--- src/rtl/mem_port_arbiter_pkg.sv ---
// Shared definitions for the unified-memory port arbiter.
// Contents: FSM state encoding and requester identifiers.
package cpu_mem_pkg;

    typedef enum logic [1:0] {
        IDLE   = 2'd0,
        ACCESS = 2'd1,
        DONE   = 2'd2
    } state_t;

    localparam logic REQ_IF = 1'b0;
    localparam logic REQ_D  = 1'b1;

endpackage

--- src/rtl/mem_port_arbiter_if.sv ---
// Bus bundle between the two requesters (fetch, load/store), the arbiter
// and the memory array.
//   master : requester/memory side (drives reqs, addresses, store data, mem_rdata)
//   slave  : arbiter side (drives acks, read data, memory strobes, busy)
interface mem_port_arbiter_if #(
    parameter int ADDR_W = 16,
    parameter int DATA_W = 32
);
    logic              if_req;
    logic [ADDR_W-1:0] if_addr;
    logic              if_ack;
    logic [DATA_W-1:0] if_rdata;

    logic              d_req;
    logic              d_we;
    logic [ADDR_W-1:0] d_addr;
    logic [DATA_W-1:0] d_wdata;
    logic              d_ack;
    logic [DATA_W-1:0] d_rdata;

    logic              mem_en;
    logic              mem_we;
    logic [ADDR_W-1:0] mem_addr;
    logic [DATA_W-1:0] mem_wdata;
    logic [DATA_W-1:0] mem_rdata;

    logic              busy;

    modport master (
        output if_req, if_addr, d_req, d_we, d_addr, d_wdata, mem_rdata,
        input  if_ack, if_rdata, d_ack, d_rdata,
               mem_en, mem_we, mem_addr, mem_wdata, busy
    );

    modport slave (
        input  if_req, if_addr, d_req, d_we, d_addr, d_wdata, mem_rdata,
        output if_ack, if_rdata, d_ack, d_rdata,
               mem_en, mem_we, mem_addr, mem_wdata, busy
    );

endinterface

--- src/rtl/mem_port_arbiter_rr_pick.sv ---
// Combinational two-way round-robin pick.
// Ports:
//   req_if, req_d : raw requests
//   last_grant    : requester granted most recently (REQ_IF / REQ_D)
//   mask          : [0] ignore IF, [1] ignore D (requester currently being acked)
//   grant_valid   : at least one unmasked request
//   grant_id      : winner; on a tie, the requester that was not granted last
module mem_rr_pick
    import cpu_mem_pkg::*;
(
    input  logic       req_if,
    input  logic       req_d,
    input  logic       last_grant,
    input  logic [1:0] mask,
    output logic       grant_valid,
    output logic       grant_id
);

    logic eff_if;
    logic eff_d;

    assign eff_if = req_if & ~mask[0];
    assign eff_d  = req_d  & ~mask[1];

    always_comb begin
        grant_valid = eff_if | eff_d;
        grant_id    = REQ_IF;
        if (eff_if && eff_d) begin
            grant_id = ~last_grant;
        end else if (eff_d) begin
            grant_id = REQ_D;
        end
    end

endmodule

--- src/rtl/mem_port_arbiter.sv ---
// Shares the single-port unified memory between instruction fetch (IF)
// and load/store (D) with round-robin arbitration and programmable wait
// states. Each access holds mem_en for WAIT_STATES+1 cycles, then acks
// the winner for one cycle.
// Ports:
//   clock : system clock, rising edge
//   reset : asynchronous, active-low
//   bus   : requester handshakes, read data, memory strobes, busy
//
// state  | meaning
// IDLE   | no access in flight, arbitrating raw requests
// ACCESS | mem_en high, wait counter running
// DONE   | one-cycle ack to the granted requester, re-arbitrate the other one
module mem_port_arbiter
    import cpu_mem_pkg::*;
#(
    parameter int ADDR_W      = 16,
    parameter int DATA_W      = 32,
    parameter int WAIT_STATES = 2
) (
    input  logic               clock,
    input  logic               reset,
    mem_port_arbiter_if.slave  bus
);

    localparam int              CNT_W    = (WAIT_STATES > 0) ? $clog2(WAIT_STATES + 1) : 1;
    localparam logic [CNT_W-1:0] CNT_LAST = CNT_W'(WAIT_STATES);

    state_t            state;
    state_t            state_n;
    logic [CNT_W-1:0]  cnt;
    logic [CNT_W-1:0]  cnt_n;
    logic              load;

    // grant_id and last_grant always hold the same value, so one flop serves both.
    logic              last_grant;
    logic              we_q;
    logic [ADDR_W-1:0] addr_q;
    logic [DATA_W-1:0] wdata_q;
    logic [DATA_W-1:0] if_rdata_q;
    logic [DATA_W-1:0] d_rdata_q;

    logic [1:0]        mask;
    logic              pick_valid;
    logic              pick_id;
    logic              last_beat;

    // While acking, the acked requester still has req high; hide it so it
    // cannot be granted twice in a row.
    assign mask = (state == DONE) ? ((last_grant == REQ_D) ? 2'b10 : 2'b01) : 2'b00;

    mem_rr_pick u_pick (
        .req_if      (bus.if_req),
        .req_d       (bus.d_req),
        .last_grant  (last_grant),
        .mask        (mask),
        .grant_valid (pick_valid),
        .grant_id    (pick_id)
    );

    assign last_beat = (state == ACCESS) && (cnt == CNT_LAST);

    always_ff @(posedge clock or negedge reset) begin
        if (!reset) begin
            state <= IDLE;
            cnt   <= '0;
        end else begin
            state <= state_n;
            cnt   <= cnt_n;
        end
    end

    always_comb begin
        state_n = state;
        cnt_n   = '0;
        load    = 1'b0;
        case (state)
            IDLE: begin
                if (pick_valid) begin
                    state_n = ACCESS;
                    load    = 1'b1;
                end
            end
            ACCESS: begin
                if (cnt == CNT_LAST) begin
                    state_n = DONE;
                end else begin
                    cnt_n = cnt + 1'b1;
                end
            end
            DONE: begin
                if (pick_valid) begin
                    state_n = ACCESS;
                    load    = 1'b1;
                end else begin
                    state_n = IDLE;
                end
            end
            default: state_n = IDLE;
        endcase
    end

    always_ff @(posedge clock or negedge reset) begin
        if (!reset) begin
            last_grant <= REQ_IF;
            we_q       <= 1'b0;
            addr_q     <= '0;
            wdata_q    <= '0;
            if_rdata_q <= '0;
            d_rdata_q  <= '0;
        end else begin
            if (load) begin
                last_grant <= pick_id;
                if (pick_id == REQ_IF) begin
                    addr_q <= bus.if_addr;
                    we_q   <= 1'b0;
                end else begin
                    addr_q <= bus.d_addr;
                    we_q   <= bus.d_we;
                    if (bus.d_we) begin
                        wdata_q <= bus.d_wdata;
                    end
                end
            end
            if (last_beat) begin
                if (last_grant == REQ_IF) begin
                    if_rdata_q <= bus.mem_rdata;
                end else if (!we_q) begin
                    d_rdata_q <= bus.mem_rdata;
                end
            end
        end
    end

    // we_q keeps its value between accesses, so the write strobe is gated
    // by ACCESS to keep it inside mem_en.
    assign bus.mem_en    = (state == ACCESS);
    assign bus.mem_we    = (state == ACCESS) && we_q;
    assign bus.mem_addr  = addr_q;
    assign bus.mem_wdata = wdata_q;
    assign bus.if_ack    = (state == DONE) && (last_grant == REQ_IF);
    assign bus.d_ack     = (state == DONE) && (last_grant == REQ_D);
    assign bus.if_rdata  = if_rdata_q;
    assign bus.d_rdata   = d_rdata_q;
    assign bus.busy      = (state != IDLE);

endmodule
--- src/flat_wrapper.sv ---
// flat-port wrapper written by rule: the top's interface ports become plain ports
module mem_port_arbiter_flat import cpu_mem_pkg::*;
#(
    parameter int ADDR_W      = 16,
    parameter int DATA_W      = 32,
    parameter int WAIT_STATES = 2
)
  (clock, reset, bus_if_req, bus_if_addr, bus_d_req, bus_d_we, bus_d_addr, bus_d_wdata, bus_mem_rdata, bus_if_ack, bus_if_rdata, bus_d_ack, bus_d_rdata, bus_mem_en, bus_mem_we, bus_mem_addr, bus_mem_wdata, bus_busy);
  mem_port_arbiter_if #(.ADDR_W(ADDR_W), .DATA_W(DATA_W)) bus_i ();
  input  logic clock;
  input  logic reset;
  input wire logic [$bits(bus_i.if_req)-1:0] bus_if_req;
  input wire logic [$bits(bus_i.if_addr)-1:0] bus_if_addr;
  input wire logic [$bits(bus_i.d_req)-1:0] bus_d_req;
  input wire logic [$bits(bus_i.d_we)-1:0] bus_d_we;
  input wire logic [$bits(bus_i.d_addr)-1:0] bus_d_addr;
  input wire logic [$bits(bus_i.d_wdata)-1:0] bus_d_wdata;
  input wire logic [$bits(bus_i.mem_rdata)-1:0] bus_mem_rdata;
  output wire logic [$bits(bus_i.if_ack)-1:0] bus_if_ack;
  output wire logic [$bits(bus_i.if_rdata)-1:0] bus_if_rdata;
  output wire logic [$bits(bus_i.d_ack)-1:0] bus_d_ack;
  output wire logic [$bits(bus_i.d_rdata)-1:0] bus_d_rdata;
  output wire logic [$bits(bus_i.mem_en)-1:0] bus_mem_en;
  output wire logic [$bits(bus_i.mem_we)-1:0] bus_mem_we;
  output wire logic [$bits(bus_i.mem_addr)-1:0] bus_mem_addr;
  output wire logic [$bits(bus_i.mem_wdata)-1:0] bus_mem_wdata;
  output wire logic [$bits(bus_i.busy)-1:0] bus_busy;
  assign bus_i.if_req = bus_if_req;
  assign bus_i.if_addr = bus_if_addr;
  assign bus_i.d_req = bus_d_req;
  assign bus_i.d_we = bus_d_we;
  assign bus_i.d_addr = bus_d_addr;
  assign bus_i.d_wdata = bus_d_wdata;
  assign bus_i.mem_rdata = bus_mem_rdata;
  assign bus_if_ack = bus_i.if_ack;
  assign bus_if_rdata = bus_i.if_rdata;
  assign bus_d_ack = bus_i.d_ack;
  assign bus_d_rdata = bus_i.d_rdata;
  assign bus_mem_en = bus_i.mem_en;
  assign bus_mem_we = bus_i.mem_we;
  assign bus_mem_addr = bus_i.mem_addr;
  assign bus_mem_wdata = bus_i.mem_wdata;
  assign bus_busy = bus_i.busy;
  mem_port_arbiter #(.ADDR_W(ADDR_W), .DATA_W(DATA_W), .WAIT_STATES(WAIT_STATES)) u_core (.clock(clock), .reset(reset), .bus(bus_i));
endmodule
--- config.mk ---
export PLATFORM = sky130hd
export DESIGN_NAME = mem_port_arbiter_flat
export DESIGN_NICKNAME = d
export VERILOG_FILES = /design/src/rtl/mem_port_arbiter_pkg.sv /design/src/rtl/mem_port_arbiter_if.sv /design/src/rtl/mem_port_arbiter_rr_pick.sv /design/src/rtl/mem_port_arbiter.sv /design/src/flat_wrapper.sv
export SDC_FILE = /design/constraint.sdc
export NUM_CORES = 1
export LEC_CHECK = 0
export CORE_ASPECT_RATIO = 0.8
export CORE_MARGIN = 4
export CORE_UTILIZATION = 37
export DETAILED_ROUTE_END_ITERATION = 8
export GPL_ROUTABILITY_DRIVEN = 0
export PLACE_DENSITY = 0.76
export SYNTH_ARGS = -nofsm -noshare
export SYNTH_HDL_FRONTEND = slang
export SYNTH_SLANG_ARGS = --single-unit
--- constraint.sdc ---
create_clock -name clock -period 1.5 [get_ports clock]
set_input_delay 0.3 -clock clock [delete_from_list [all_inputs] [get_ports clock]]
set_output_delay 0.3 -clock clock [all_outputs]
set_load 0.03 [all_outputs]
Yosys cells after proc, flatten, opt, wreduce, memory -nomap -nowiden
Index checks and enable logic that the tools add are counted.
{"block": "word_totals", "romBits": 0, "register_bits": 118, "elab_cells": 47, "input_bits": 101, "latchBits": 0, "ramBits": 0, "memories": 0}
{"block": "op_classes", "bitwise_logic": 7, "shift": 0, "n_addsub": 1, "n_reduce_logical": 12, "multipliers": 0, "muxes": 14, "eq_ne": 5, "n_lt_le_gt_ge": 0, "n_div": 0}
{"cell": "$mux W16", "n": 1}
{"cell": "$mux W2", "n": 6}
{"cell": "$mux W1", "n": 6}
{"cell": "$pmux W2 S3", "n": 1}
{"cell": "$reduce_and A3 Y1", "n": 2}
{"cell": "$logic_and A1 B1 Y1", "n": 5}
{"cell": "$eq A2 B2 Y1 const B", "n": 2}
{"cell": "$ne A2 B1 Y1 const B", "n": 2}
{"cell": "$not A1 Y1", "n": 4}
{"cell": "$reduce_and A2 Y1", "n": 2}
{"cell": "$add A2 B1 Y2 const B", "n": 1}
{"cell": "$and A1 B1 Y1", "n": 2}
{"cell": "$eq A2 B1 Y1 const B", "n": 1}
{"cell": "$logic_not A2 Y1", "n": 1}
{"cell": "$reduce_bool A2 Y1", "n": 1}
{"cell": "$reduce_or A2 Y1", "n": 1}
{"cell": "$or A1 B1 Y1", "n": 1}

Depth between registers and ports, before layout
Gate-level depths: netlist of the first run.
{"block": "logic_depth", "depth_word": 8, "mapped_depth": 7, "depth_no_buf": 5}

Cells and area by module
Synthesis of the first run repeated with hierarchy kept, for this count alone.
{"block": "hier_totals", "cells_unflattened": 301, "area_unflattened_um2": 4901.0}
{"mod": "mem_port_arbiter", "seq_area_each_um2": 2952.8, "area_per_inst_um2": 4862.2, "cells_per_inst": 296, "n_inst": 1}
{"mod": "mem_rr_pick", "seq_area_each_um2": 0.0, "area_per_inst_um2": 38.8, "cells_per_inst": 5, "n_inst": 1}

Worst setup path after synthesis of the first run
No wires, ideal clock.
{"block": "synth_timing", "path_kind": "register to register", "from": "register u_core.state[1]", "to": "register u_core.if_rdata_q[0] (netlist: u_core.bus.if_rdata[0])", "t_required_ns": 1.375, "setup_time_ns": 0.125, "path_stages_with_launch": 8, "arrival_ns": 1.565, "setup_slack_ns": -0.190, "path_buffers": 2, "path_cell_list": "dfrtp_1 > nand2b_4 > inv_2 > and2_4 > nor2b_4 > buf_6 > buf_6 > mux2_4"}
{"block": "synth_between", "elab_chain_len": 3}
{"item": "start, declared", "line_no": "mem_port_arbiter.sv:29", "text": "state_t state;"}
{"item": "start signal, assigned", "line_no": "mem_port_arbiter.sv:68", "text": "state <= state_n;"}
{"item": "$eq A2 B1 Y1"}
{"item": "named net bus_mem_en", "line_no": "flat_wrapper.sv:23", "text": "output wire logic [$bits(bus_i.mem_en)-1:0] bus_mem_en;"}
{"item": "$logic_and A1 B1 Y1", "line_no": "mem_port_arbiter.sv:61", "text": "assign last_beat = (state == ACCESS) && (cnt == CNT_LAST);"}
{"item": "$reduce_and A2 Y1 (no line)"}
{"item": "end signal, assigned", "line_no": "mem_port_arbiter.sv:127", "text": "if_rdata_q <= bus.mem_rdata;"}
{"item": "end, declared", "line_no": "mem_port_arbiter.sv:40", "text": "logic [DATA_W-1:0] if_rdata_q;"}
The timed path passes the listed nets, and every way through them passes these cells.
A chain may end at the register's enable or synchronous reset.

Worst setup path in the final report of the first run
{"block": "layout_timing", "from": "register u_core.state[0]", "to": "output bus_mem_we"}
{"block": "layout_between", "elab_chain_len": 2}
{"item": "$eq A2 B1 Y1", "line_no": "mem_port_arbiter.sv:138", "text": "assign bus.mem_we = (state == ACCESS) && we_q;"}
{"item": "$logic_and A1 B1 Y1", "line_no": "mem_port_arbiter.sv:138"}
{"item": "end, declared", "line_no": "flat_wrapper.sv:24", "text": "output wire logic [$bits(bus_i.mem_we)-1:0] bus_mem_we;"}
Every way passes these cells.

==> results of run 1 <==
-- report_power, final --
group          total [mW]  switching [mW]  leakage [nW]  internal, mW
sequential           5.70           0.883          1.40          4.82
combinational        9.42            5.29          1.93          4.14
clock                4.42            1.43         0.307          2.99
total                19.5            7.60          3.63          11.9
-- cell type report --
cell class,instances,area share [%]
Clock buffer,20,5.57
Clock inverter,12,2.50
Multi-Input combinational cell,168,21.4
Timing Repair Buffer,249,30.8
Tap cell,171,2.67
Sequential cell,118,36.9
Inverter,3,0.203
-- kinds of logic after synthesis --
logic type,after synthesis,share of synthesized area (%)
AOI/OAI and AO/OA,22,2.62
buffers and inverters,19,2.54
and+or+nand+nor,34,3.91
DFF,118,62.4
muxes,112,28.6
-- timing repair --
action,in CTS,in global routing
buffers inserted,1,4
endpoints found under the hold margin,24,0
gates cloned,0,5
gates resized for setup,126,92
pin swaps,1,3
endpoints found under the setup margin,168,181
hold buffers,1,0
-- worst max-delay path, cell delays in order (launching register included) --
cell and delay (ps):
dfrtp_2 430, nand2b_4 100, inv_6 30, buf_6 100
and2_4 150, buf_12 130
-- state kept, by name, summed over array words and instances, names as in the netlist --
register / cells
u_core.cnt: 2
u_core.state: 2
u_core.bus.d_rdata: 32
u_core.last_grant: 1
u_core.we_q: 1
u_core.bus.mem_addr: 16
u_core.bus.mem_wdata: 32
u_core.bus.if_rdata: 32
-- metal layers --
metal / part of all wire (%) / vias up / GRT usage, %
li1: - / 1581 / -
met4: 1.4 / 0 / 5.45
met1: 41 / 1669 / 20.5
met5: 0 / - / 0
met3: 8.9 / 15 / 7.93
met2: 49 / 134 / 27.6
-- cells in the mapped netlist, drive strengths merged --
| master | count |
|---|---|
| a21boi | 1 |
| a31oi | 1 |
| and2 | 2 |
| and3 | 1 |
| buf | 15 |
| clkbuf | 1 |
| dfrtp | 118 |
| inv | 3 |
| mux2 | 96 |
| mux2i | 16 |
| nand2 | 19 |
| nand2b | 3 |
| nand3b | 1 |
| nand4 | 1 |
| nor2 | 1 |
| nor2b | 3 |
| nor3 | 1 |
| nor3b | 1 |
| o21ai | 19 |
| o221ai | 1 |
| or2 | 1 |
-- per-stage QoR --
step           total power [mW]  instance area, um2  std cells
5_1_grt                    20.5                8020        741
6_report                   19.5                8020        741
3_5_place_dp               15.8                7270        698
4_1_cts                    19.3                7820        732
3_3_place_gp               15.6                7270        698
2_1_floorplan              11.4                4760        305
-- how the worst max path moves through the flow --
stage	startpoint	endpoint	depth (start not counted)
after floorplan	u_core.state[1]$_DFFE_PN0P_	u_core.bus.if_rdata[0]$_DFFE_PN0P_	7
after global placement	bus_d_req	u_core.bus.mem_addr[9]$_DFFE_PN0P_	6
after detailed placement	bus_d_req	u_core.bus.mem_addr[9]$_DFFE_PN0P_	6
after CTS	u_core.state[0]$_DFFE_PN0P_	bus_mem_we	5
after global routing	u_core.state[0]$_DFFE_PN0P_	bus_mem_we	5
final	u_core.state[0]$_DFFE_PN0P_	bus_mem_we	5
==> metrics.md, run 1 <==
| Metric | Value |
|---|---|
| Run status | finished, violations left |
| Violated checks | negative setup slack |
| Syn nets | 406 |
| Remaining antenna violation count | 0 |
| Initial Util | 38.4% |
| DIE HEIGHT | 109 um |
| Post-synthesis cell type with the largest combined area | dfrtp_1 |
| Synthesized area per cell | 15.5 um2 |
| Post-Route Utilization | 64.9% |
| Total standard cell area after synthesis | 0.00474 mm2 |
| Average wire length per cell after detail routing | 17.2 um |
| First-pass GRT wire length | 19,400 um |
| Clock sink total | between 100 and 150 |
| Die outline width | 134 um |
| Register area share after synthesis | between 60% and 70% |
| Final Cycle Share | 110% |
| Row Count | 36 |
| Cell types occupying the most area after synthesis | dfrtp_1, mux2_2, mux2_4, mux2i_1, o21ai_0 |
| Maximum clock rate | 605 MHz |
| Depth of the most critical reg-to-reg path | 6 |
| Max-cap viol count | 0 |
| Critical setup path kind | flip-flop to primary output |
| Clock tree from TritonCTS | done |
| Worst-case headroom to the max-slew limit | around three quarters |
| Number of standard cells after synthesis | 305 |
| Largest buffer count on any clock path | 2 |
| Worst setup slack after layout | -152 ps |
| I/O pin count | 218 |
| Number of synthesized register bits | 118 |
| Clock H-tree levels | 4 |
| Net count of the finished layout | 658 |
| Worst hold slack | 367 ps |
| Synth warn | 0 |
| Via count | approximately 3,400 |
| I/O Buffers | 217 |
| Post-synth top area share | 62.4% |
| Final sum of negative setup slack | -4010 ps |
| Final antenna diode count | 0 |
| Multi-input gate area | 0.00171 mm2 |
| Average via count per standard cell | 4.59 |
| Number of antenna violations at the first check in global routing | 0 |
| Number of max-slew violations in the final report | 0 |
| Worst-skew pair later-pin latency | 410 ps |
| Crit path required time | between 1000 and 1500 ps |
| Leakage power summed over all cells | 3.63 nW |
| Number of library cell types mapped by synthesis | 29 |
| First-pass detailed-route iteration total | 4 |
| Register area | 0.00296 mm2 |
| Clock slew at reported path FFs | 50 ps |
| Crit path max fanout | 4 |
| Power density normalized to cell area | 2440 mW/mm2 |
| Clock root buffer | clkbuf_16 |
| Fill cell instance count of the final layout | about 940 |
| Die outline area | 0.0147 mm2 |
| Slew @ Worst Pin | about 400 ps |
| Post-placement setup slack | -324 ps |
| RSZ-0062 raised after global routing | true |
| Count of endpoints failing setup in the final report | 50 |
| HPWL after detailed placement | 9120 um |
| DRC violation count after routing | 0 |
| Number of global-route vias before repair | between 3,000 and 4,000 |
| Total wire length after detailed routing | between 10,000 and 15,000 um |
| Min Tclk post-route | 1650 ps |
| Leading cell types in the layout, fill and taps excluded | dfrtp_1, clkdlybuf4s50_1, mux2_2, clkdlybuf4s15_1, dlygate4sd2_1 |
| DRC violation total after the first TritonRoute iteration | 116 |
| R2R setup slack | -150 ps |
| Worst clock skew | 8.58 ps |
| Layout Area Growth over Synthesis | 69.2% |
| Layout cells sized above 1 | 33.5% |
| R2R Path End | u_core.bus.if_rdata[18]$_DFFE_PN0P_ |
| Core area | between 0.01 and 0.015 mm2 |
| Final Hold Viols | 0 |
| Max rail drop VDD | between 1000 and 1500 uV |
| Global route overflow | 0 |
| Worst hold-check path type | primary input to asynchronous set/reset pin |
| Pin count of the biggest net entering global routing | 39 |
| Origin of the critical flop-to-flop path | u_core.state[1]$_DFFE_PN0P_ |
| WP data arrival | 1350 ps |
| Commonest non-fill, non-tap cell in the layout | dfrtp_1 |
| Worst Setup End Kind | primary output |
| Combined global-route utilization of all metal layers | 17.1% |
| TritonCTS Buffers | 17 |
| Startpoint class of the critical path | flip-flop |
(Power assumes the default switching activity.)
==> run 2, diff against run 1 <==
Settings changed: CAP_MARGIN from default to 20, SETUP_SLACK_MARGIN from default to 0.05.
==> run 2 against run 1 <==
Net effect:
- the run still ends with negative setup slack left
- via count grew 2.0%
- wire length grew 5.2%
- count of clock-buffer cells in the layout shrank 2
- critical path depth shrank 1
- register-to-register slack is essentially flat
- critical path type unchanged
- critical endpoint is now bus_if_ack
- largest power group unchanged
- highest routed layer unchanged
==> metrics.md, run 2 (synthesis gave the netlist of run 1 again) <==
| Metric | Value |
|---|---|
| Worst Setup End Kind | primary output |
| Run status | finished, violations left |
| WP data arrival | 1380 ps |
| Leakage power summed over all cells | 3.66 nW |
| Violated checks | negative setup slack |
| Max rail drop VDD | 1310 uV |
| Layout Area Growth over Synthesis | 66.9% |
| Largest buffer count on any clock path | 2 |
| Average wire length per cell after detail routing | 18.0 um |
| Number of max-slew violations in the final report | 0 |
| Via count | 3,468 |
| Crit path required time | 1200 ps |
| DRC violation count after routing | 0 |
| Crit path max fanout | 3 |
| Combined global-route utilization of all metal layers | between 15 and 20% |
| Clock tree from TritonCTS | done |
| Clock slew at reported path FFs | approximately 50 ps |
| Clock H-tree levels | 4 |
| Worst hold-check path type | primary input to asynchronous set/reset pin |
| TritonCTS Buffers | 17 |
| Initial Util | 38.4% |
| Worst-case headroom to the max-slew limit | 75.9% |
| Min Tclk post-route | 1680 ps |
| Maximum clock rate | 594 MHz |
| Average via count per standard cell | 4.64 |
| Die outline area | roughly 0.015 mm2 |
| Final sum of negative setup slack | -7360 ps |
| RSZ-0062 raised after global routing | true |
| Die outline width | 134 um |
| Max-cap viol count | 0 |
| Final antenna diode count | 0 |
| R2R setup slack | -140 ps |
| Clock root buffer | clkbuf_16 |
| Critical setup path kind | flip-flop to primary output |
| Register area | 0.00295 mm2 |
| Final Cycle Share | 112% |
| Slew @ Worst Pin | 361 ps |
| Layout cells sized above 1 | 51.1% |
| Depth of the most critical reg-to-reg path | 7 |
| Power density normalized to cell area | ~2400 mW/mm2 |
| DIE HEIGHT | 109 um |
| R2R Path End | u_core.bus.if_rdata[8]$_DFFE_PN0P_ |
| Worst-skew pair later-pin latency | ~390 ps |
| Count of endpoints failing setup in the final report | 85 |
| Global route overflow | 0 |
| Pin count of the biggest net entering global routing | 49 |
| Fill cell instance count of the final layout | 951 |
| Leading cell types in the layout, fill and taps excluded | dfrtp_1, clkdlybuf4s50_1, clkbuf_2, mux2_2, mux2_4 |
| First-pass detailed-route iteration total | 4 |
| Total wire length after detailed routing | 13,400 um |
| Core area | approximately 0.012 mm2 |
| Number of antenna violations at the first check in global routing | 0 |
| Number of global-route vias before repair | 3,861 |
| DRC violation total after the first TritonRoute iteration | 84 |
| Worst setup slack after layout | -185 ps |
| Startpoint class of the critical path | flip-flop |
| Worst clock skew | approximately 6.4 ps |
| I/O pin count | around 220 |
| Net count of the finished layout | 666 |
| Post-placement setup slack | -294 ps |
| Remaining antenna violation count | 0 |
| Origin of the critical flop-to-flop path | u_core.state[1]$_DFFE_PN0P_ |
| Final Hold Viols | 0 |
| First-pass GRT wire length | 20,400 um |
| HPWL after detailed placement | 9100 um |
| Clock sink total | 118 |
| Multi-input gate area | 0.00172 mm2 |
| I/O Buffers | 217 |
| Row Count | 36 |
| Commonest non-fill, non-tap cell in the layout | dfrtp_1 |
==> run 2: cell count changes in the layout (fill, tap and decap cells not counted), sizes merged <==
cell,before,now
dlygate4sd2,46,0
clkbuf,32,96
bufinv,5,2
clkinv,3,6
clkinvlp,3,4
buf,36,44
clkdlybuf4s15,55,35
==> run 2: cell type report <==
type                            count  area share (%)
Multi-Input combinational cell    168            21.8
Tap cell                          171            2.71
Timing Repair Buffer              257            30.7
Inverter                            3           0.206
Sequential cell                   118            37.4
Clock inverter                     13            1.68
Clock buffer                       18            5.55
==> run 2: worst max-delay path by stage <==
stage / from / end / slack, ps / depth (start not counted)
finish: u_core.state[0]$_DFFE_PN0P_ / bus_if_ack / -180 / 4
floorplan: u_core.state[1]$_DFFE_PN0P_ / u_core.bus.if_rdata[0]$_DFFE_PN0P_ / -120 / 7
detailed placement: bus_if_req / u_core.bus.mem_wdata[15]$_DFFE_PN0P_ / -290 / 5
global route: u_core.state[0]$_DFFE_PN0P_ / bus_if_ack / -240 / 4
CTS: u_core.state[1]$_DFFE_PN0P_ / bus_mem_we / -160 / 5
global placement: bus_if_req / u_core.bus.mem_wdata[19]$_DFFE_PN0P_ / -290 / 5
==> run 2: repair_timing <==
action	CTS	global route
buffers inserted	5	5
pin swaps	5	2
gates cloned	7	1
hold endpoints to repair	23	0
gates resized for setup	272	114
endpoints found under the setup margin	229	202
hold buffers	1	0
==> run 2: per-stage QoR <==
step / util [%] / instance area (um2) / total power, mW / instances / hold WS, ps
floorplan: - / 4770 / 11.4 / 305 / 4.41
global placement: 58.9 / 7270 / 15.6 / 698 / 230
global route: 64.1 / 7910 / 20.0 / 748 / 378
detailed placement: 58.9 / 7270 / 15.9 / 698 / 235
finish: 64.1 / 7910 / 19.1 / 748 / 368
CTS: 66.3 / 8180 / 19.6 / 742 / 360
==> run 2: metal layers <==
layer / global-route usage (%) / part of all wire, % / vias up
met5: 0 / 0 / -
met4: 3.63 / 0.80 / 0
met3: 8.12 / 8.0 / 8
met2: 31.3 / 51 / 137
met1: 20.7 / 40 / 1740
li1: - / - / 1583
==> run 2: worst max-delay path, cell delays in order (launching register included) <==
cell      delay (ps)
dfrtp_1          410
buf_6            140
nand2b_4         140
nor2_2           150
buf_6            150
==> run 2: power by group <==
| group | total [mW] | internal (mW) | leakage (nW) | switching (mW) |
|---|---|---|---|---|
| registers | 5.76 | 4.82 | 1.40 | 0.941 |
| clock network | 3.86 | 2.47 | 0.274 | 1.39 |
| logic | 9.49 | 4.11 | 1.98 | 5.38 |
| total | 19.1 | 11.4 | 3.66 | 7.72 |
